$ cat config.mk
export PLATFORM = sky130hd
export DESIGN_NAME = alu_exec_unit
export DESIGN_NICKNAME = d
export VERILOG_FILES = /design/src/rtl/alu_exec_unit.sv
export SDC_FILE = /design/constraint.sdc
export NUM_CORES = 1
export LEC_CHECK = 0
export CORE_MARGIN = 2
export CORE_UTILIZATION = 54
export DETAILED_ROUTE_END_ITERATION = 10
export GPL_ROUTABILITY_DRIVEN = 0
export HOLD_SLACK_MARGIN = 0.05
export PLACE_DENSITY = 0.78
export SLEW_MARGIN = 20
export SYNTH_ARGS = -nofsm -noshare
export SYNTH_HDL_FRONTEND = slang
export SYNTH_SLANG_ARGS = --single-unit
$ cat constraint.sdc
create_clock -name clk -period 3.5 [get_ports clk]
set_clock_uncertainty 0.05 [all_clocks]
set_input_delay 0.35 -clock clk [delete_from_list [all_inputs] [get_ports clk]]
set_output_delay 0.35 -clock clk [all_outputs]
set_load 0.05 [all_outputs]
$ cat src/rtl/alu_exec_unit.sv
// Execute stage feeding the register file write port: single-cycle logic/add ops,
// iterative MUL/MULH and, when ALU_DIV_EN is defined, iterative DIVU/REMU.
module alu_exec_unit #(
    parameter int unsigned WIDTH = 16,
    parameter int unsigned AW    = 5
) (
    input  logic             clk,
    input  logic             rst,
    input  logic             in_valid,
    output logic             in_ready,
    input  logic [3:0]       in_op,
    input  logic [WIDTH-1:0] in_a,
    input  logic [WIDTH-1:0] in_b,
    input  logic [AW-1:0]    in_dest,
    output logic             wb_en,
    output logic [AW-1:0]    wb_addr,
    output logic [WIDTH-1:0] wb_data,
    output logic             wb_zero,
    output logic             wb_carry,
    output logic             wb_ovf,
    output logic             wb_illegal,
    output logic             busy
);
    localparam int unsigned CW = $clog2(WIDTH + 1);
    localparam int unsigned SW = $clog2(WIDTH);

    typedef enum logic [1:0] {S_IDLE, S_BUSY, S_WB} state_e;
    typedef enum logic [3:0] {
        OP_ADD  = 4'h0, OP_SUB  = 4'h1, OP_AND  = 4'h2, OP_OR   = 4'h3,
        OP_XOR  = 4'h4, OP_SLL  = 4'h5, OP_SRL  = 4'h6, OP_SRA  = 4'h7,
        OP_SLT  = 4'h8, OP_SLTU = 4'h9, OP_PASS = 4'hA, OP_MUL  = 4'hB,
        OP_MULH = 4'hC, OP_DIVU = 4'hD, OP_REMU = 4'hE, OP_ILL  = 4'hF
    } op_e;

    state_e           state_q, state_d;
    logic [CW-1:0]    cnt_q, cnt_d;
    op_e              op_q, op_d;
    logic [AW-1:0]    dest_q, dest_d;
    logic [WIDTH-1:0] opnd_q, opnd_d;
    logic [WIDTH-1:0] hi_q, hi_d, lo_q, lo_d;
    logic             wb_en_q, wb_en_d;
    logic [AW-1:0]    wb_addr_q, wb_addr_d;
    logic [WIDTH-1:0] wb_data_q, wb_data_d;
    logic             wb_zero_q, wb_zero_d, wb_carry_q, wb_carry_d;
    logic             wb_ovf_q, wb_ovf_d, wb_ill_q, wb_ill_d;

    op_e              in_opc;
    logic             accept, in_multi, in_illegal;
    logic [SW-1:0]    shamt;
    logic [WIDTH-1:0] b_eff, sc_res, hi_step, lo_step, it_res;
    logic [WIDTH:0]   sum, mul_sum;
    logic             sc_carry, sc_ovf;
`ifdef ALU_DIV_EN
    logic [WIDTH:0]   div_sh;
`endif

    assign in_opc   = op_e'(in_op);
    assign in_ready = (state_q != S_BUSY);
    assign busy     = (state_q == S_BUSY);
    assign accept   = in_valid && in_ready;
    assign shamt    = in_b[SW-1:0];

`ifdef ALU_DIV_EN
    assign in_multi   = (in_opc == OP_MUL) || (in_opc == OP_MULH) ||
                        (in_opc == OP_DIVU) || (in_opc == OP_REMU);
    assign in_illegal = (in_opc == OP_ILL);
`else
    assign in_multi   = (in_opc == OP_MUL) || (in_opc == OP_MULH);
    assign in_illegal = (in_opc == OP_ILL) || (in_opc == OP_DIVU) || (in_opc == OP_REMU);
`endif

    always_comb begin
        b_eff    = (in_opc == OP_SUB) ? ~in_b : in_b;
        sum      = {1'b0, in_a} + {1'b0, b_eff} + {{WIDTH{1'b0}}, (in_opc == OP_SUB)};
        sc_res   = '0;
        sc_carry = 1'b0;
        sc_ovf   = 1'b0;
        case (in_opc)
            OP_ADD, OP_SUB: begin
                sc_res   = sum[WIDTH-1:0];
                sc_carry = sum[WIDTH];
                sc_ovf   = (in_a[WIDTH-1] == b_eff[WIDTH-1]) && (sum[WIDTH-1] != in_a[WIDTH-1]);
            end
            OP_AND:  sc_res = in_a & in_b;
            OP_OR:   sc_res = in_a | in_b;
            OP_XOR:  sc_res = in_a ^ in_b;
            OP_SLL:  sc_res = in_a << shamt;
            OP_SRL:  sc_res = in_a >> shamt;
            OP_SRA:  sc_res = $signed(in_a) >>> shamt;
            OP_SLT:  sc_res = {{(WIDTH-1){1'b0}}, ($signed(in_a) < $signed(in_b))};
            OP_SLTU: sc_res = {{(WIDTH-1){1'b0}}, (in_a < in_b)};
            OP_PASS: sc_res = in_b;
            default: sc_res = '0;
        endcase
    end

    // hi/lo form one shift register: {partial product, multiplier} for MUL,
    // {remainder, dividend->quotient} for DIV. opnd_q is multiplicand or divisor.
    always_comb begin
        mul_sum = {1'b0, hi_q} + (lo_q[0] ? {1'b0, opnd_q} : '0);
        hi_step = mul_sum[WIDTH:1];
        lo_step = {mul_sum[0], lo_q[WIDTH-1:1]};
`ifdef ALU_DIV_EN
        div_sh = {hi_q, lo_q[WIDTH-1]};
        if (op_q == OP_DIVU || op_q == OP_REMU) begin
            // Divisor 0 never borrows: quotient fills with ones, remainder ends as in_a.
            if (div_sh >= {1'b0, opnd_q}) begin
                hi_step = div_sh[WIDTH-1:0] - opnd_q;
                lo_step = {lo_q[WIDTH-2:0], 1'b1};
            end else begin
                hi_step = div_sh[WIDTH-1:0];
                lo_step = {lo_q[WIDTH-2:0], 1'b0};
            end
        end
`endif
        it_res = (op_q == OP_MULH || op_q == OP_REMU) ? hi_step : lo_step;
    end

    always_comb begin
        state_d    = state_q;
        cnt_d      = cnt_q;
        op_d       = op_q;
        dest_d     = dest_q;
        opnd_d     = opnd_q;
        hi_d       = hi_q;
        lo_d       = lo_q;
        wb_en_d    = 1'b0;
        wb_addr_d  = wb_addr_q;
        wb_data_d  = wb_data_q;
        wb_zero_d  = wb_zero_q;
        wb_carry_d = wb_carry_q;
        wb_ovf_d   = wb_ovf_q;
        wb_ill_d   = wb_ill_q;
        case (state_q)
            S_BUSY: begin
                hi_d  = hi_step;
                lo_d  = lo_step;
                cnt_d = cnt_q + 1'b1;
                if (cnt_q == CW'(WIDTH - 1)) begin
                    state_d    = S_WB;
                    wb_en_d    = 1'b1;
                    wb_addr_d  = dest_q;
                    wb_data_d  = it_res;
                    wb_zero_d  = (it_res == '0);
                    wb_carry_d = 1'b0;
                    wb_ovf_d   = 1'b0;
                    wb_ill_d   = (op_q == OP_DIVU || op_q == OP_REMU) && (opnd_q == '0);
                end
            end
            default: begin
                state_d = S_IDLE;
                if (accept && in_multi) begin
                    state_d = S_BUSY;
                    cnt_d   = '0;
                    op_d    = in_opc;
                    dest_d  = in_dest;
                    hi_d    = '0;
                    opnd_d  = (in_opc == OP_MUL || in_opc == OP_MULH) ? in_a : in_b;
                    lo_d    = (in_opc == OP_MUL || in_opc == OP_MULH) ? in_b : in_a;
                end else if (accept) begin
                    wb_en_d    = 1'b1;
                    wb_addr_d  = in_dest;
                    wb_data_d  = sc_res;
                    wb_zero_d  = (sc_res == '0);
                    wb_carry_d = sc_carry;
                    wb_ovf_d   = sc_ovf;
                    wb_ill_d   = in_illegal;
                end
            end
        endcase
    end

    always_ff @(posedge clk) begin
        if (rst) begin
            state_q    <= S_IDLE;
            cnt_q      <= '0;
            op_q       <= OP_ADD;
            dest_q     <= '0;
            opnd_q     <= '0;
            hi_q       <= '0;
            lo_q       <= '0;
            wb_en_q    <= 1'b0;
            wb_addr_q  <= '0;
            wb_data_q  <= '0;
            wb_zero_q  <= 1'b0;
            wb_carry_q <= 1'b0;
            wb_ovf_q   <= 1'b0;
            wb_ill_q   <= 1'b0;
        end else begin
            state_q    <= state_d;
            cnt_q      <= cnt_d;
            op_q       <= op_d;
            dest_q     <= dest_d;
            opnd_q     <= opnd_d;
            hi_q       <= hi_d;
            lo_q       <= lo_d;
            wb_en_q    <= wb_en_d;
            wb_addr_q  <= wb_addr_d;
            wb_data_q  <= wb_data_d;
            wb_zero_q  <= wb_zero_d;
            wb_carry_q <= wb_carry_d;
            wb_ovf_q   <= wb_ovf_d;
            wb_ill_q   <= wb_ill_d;
        end
    end

    assign wb_en      = wb_en_q;
    assign wb_addr    = wb_addr_q;
    assign wb_data    = wb_data_q;
    assign wb_zero    = wb_zero_q;
    assign wb_carry   = wb_carry_q;
    assign wb_ovf     = wb_ovf_q;
    assign wb_illegal = wb_ill_q;

endmodule
==> summary.txt, run 1 <==
status - completed
initial drt markers - 1436
peak supply drop - 0.2053 mV
top_reg_cell synth - dfxtp_1
sequential cell fraction of total power - 0.331
LEAKAGE - 4.684 nW
Finish-stage setup viols - 0
crit path max fanout - 4
clock latency at the later pin of the worst-skew pair - 0.36 ns
EDFF count, synth - 0
commonest non-fill, non-tap cells in the layout - buf_4, nand2_1, a21oi_1
switching share of power - 0.3583
Worst Setup End Kind - register
met2 usage - 0.5512
Layout Cells excl Fill - 1514
router iterations before antenna repair - 8
Seq. cell area - 0.001802 sq mm
Max Slew Vio Count - 0
GR Layer Usage met1 - 0.4932
Synth warnings - 0
WL final - 31.85 mm
Placement Rows - 46
GRT Total Usage - 0.3627
routed vias - 9857
initial core utilization - 0.5526
Detail Placement HPWL - 24.40 mm
vias in the first global route - 8920
Yosys cell types - 83
Post-Syn Area - 0.008778 sq mm
Layout area overhead - 25.84%
Largest stage delay, worst path - 0.55 ns
Clock power frac - 0.301
Sw Pwr - 1.174 mW
Max-cap violations - 0
I/O pin total - 72
die area - 0.01729 sq mm
floorplan core area - 0.01589 sq mm
final-layout fill cell count - 1331
Post-Synthesis Cells - 1124
Reg clk slew, reported paths - 0.06 ns
WHS - 0.4055 ns
Max Freq - 296.5 MHz
area of the multi-input gates - 0.006534 sq mm
Tightest Pin Transition - 0.9295 ns
crit path kind - in2reg
share of cells above drive strength 1 - 0.1864
die height - 131.5 um
GR Overflow Total - 0
ANT cells - 0
commonest non-fill, non-tap cell in the layout - buf_4
Cell Chain, Critical Path - clkdlybuf4s50_1 > inv_1 > buf_4 > xnor2_1 > ha_1 > a21oi_1 > buf_4 > nor3_1 > a21oi_1 > o2111ai_1 > a21oi_1 > a21boi_0 > nand4_1 > o31ai_1 > a31o_1
Synth Net Count - 1255
residual DRC count - 0
Synth Register Bits - 90
number of clock sinks - 90
met3 Usage GRT - 0.06443
CP Data Required Time - 3.75 ns
post-route clock period utilization - 0.9637
root buffer cell - clkbuf_16
H-tree depth - 3
critical path arrival - 3.62 ns
width of the chip - 131.5 um
placed cells - 1491
Async S/R FF share, synth - 0
RSZ-0062 raised after global routing - no
Port Buf Inserts - 71
Final Hold Fails - 0
antenna violations before repair - 0
crit-path most repeated cell - a21oi_1
Final nets - 1424
slowest stage cell, crit path - clkdlybuf4s50_1
Seq/Total Area, Yosys - 0.2052
DR vias/cell - 6.511
maximum buffer depth of the clock tree - 2
largest net degree at the start of global routing - 90
Routed WL per cell - 21.04 um
PwrDens - 296.5 mW/mm^2
Final ANT Viol Nets - 0
Gate power share - 0.369
grt peak-use layer - met2
relative slew slack - 0.3803
Int Power - 2.102 mW
hold crit path type - reg2reg
CTS tree - done
Finished Cell Area - 0.01105 sq mm
total CTS buffers - 9
Tmin final - 3.373 ns
placed inst area - 0.01063 sq mm
global-route wire length before repair - 50.03 mm
Worst Setup Start Kind - input pin
synthesized area per cell - 7.810 sq um
Setup TNS - 0 ns
cell families (layout without fill, tap and decap cells):
group           after synthesis  count (layout)  share of synthesized area
flops                        90              90                     0.2052
fa+ha+maj                    87              87                     0.1257
mux                          50              50                    0.09321
compound gates              324             324                     0.2527
xor+xnor                     33              33                    0.03293
buf+inv                     123             297                    0.05972
simple gates                417             417                     0.2305
metrics by stage:
step / power [mW] / util / setup WS [ns]
detailed placement: 2.257 / 0.6690 / -0.4003
floorplan: 1.751 / - / 0.03559
global route: 3.392 / 0.6954 / 0.004630
CTS: 3.235 / 0.6909 / -0.01262
finish: 3.275 / 0.6954 / 0.1271
global placement: 2.237 / 0.6690 / -0.3235
routing by layer:
layer | vias to the layer above | wire length, um
li1 | 4504 | -
met1 | 4581 | 12730
met2 | 639 | 13850
met3 | 133 | 3478
met4 | 0 | 1792
met5 | - | 0
registers in the layout, indices dropped and copies added, names as in the netlist, 2 cells and up:
| register | flops |
|---|---|
| cnt_q | 5 |
| wb_data | 16 |
| hi_q | 16 |
| wb_addr | 5 |
| opnd_q | 16 |
| lo_q | 16 |
| dest_q | 5 |
| state_q | 2 |
| op_q | 4 |
power by group through the flow:
| stage | clock (mW) | combinational [mW] | sequential, mW |
|---|---|---|---|
| 2_1_floorplan | 0 | 0.576 | 1.18 |
| 3_3_place_gp | 0 | 1.13 | 1.10 |
| 3_5_place_dp | 0 | 1.15 | 1.11 |
| 4_1_cts | 0.990 | 1.16 | 1.08 |
| 5_1_grt | 1.02 | 1.28 | 1.09 |
| 6_report | 0.985 | 1.21 | 1.08 |
synth_stat cells (13+ instances only):
library cell  count  area share
a21o_1           14       0.012
a21oi_1          99       0.056
a22oi_1          29       0.025
and2_1           25       0.018
buf_2            13      0.0074
clkbuf_1         56       0.024
dfxtp_1          90        0.21
ha_1             85        0.12
inv_1            42       0.018
mux2i_1          17       0.019
mux4_2           20       0.051
nand2_1         149       0.064
nand3_1          35       0.020
nor2_1           92       0.039
nor3_1           27       0.015
o21ai_0          35       0.020
xnor2_1          28       0.028
final cells by class:
cell class	count	share of cell area
multi-input combinational	911	0.5915
inverter	45	0.01529
clock buffer	9	0.02039
clock inverter	7	0.006909
sequential	90	0.1631
tap	216	0.02446
timing repair buffer	236	0.1784
what timing repair did:
action                     CTS  global route
setup endpoints to repair    2             7
buffers inserted             2             4
gates resized for setup      8             9
cloned                       1             0
hold buffers                 0             0
pin swaps                    6            10
critical path: cells and delay by family:
kind                       cells  cell delay [ns]
buffers and inverters          4             1.00
and+or+nand+nor                2             0.23
xor gates and xnor gates       1             0.15
AOI/OAI and AO/OA              7             1.59
adders and majority gates      1             0.28
worst paths after layout:
kind | start | slack [ns] | endpoint | depth (start not counted)
worst min register to register | wb_data[13] | 0.41 | wb_data[13] | 2
worst max-delay path | in_b[6] | 0.13 | wb_zero | 15
worst min-delay path | wb_data[13] | 0.41 | wb_data[13] | 2
worst max register to register | opnd_q[0] | 0.17 | wb_zero | 12
No activity file was read; power rests on OpenSTA's default activity.
==> run 2: changes to the inputs <==
- SLEW_MARGIN: 20 -> 10
==> results of run 2 <==
Final layout, timing and power as in run 1 (identical DEF).
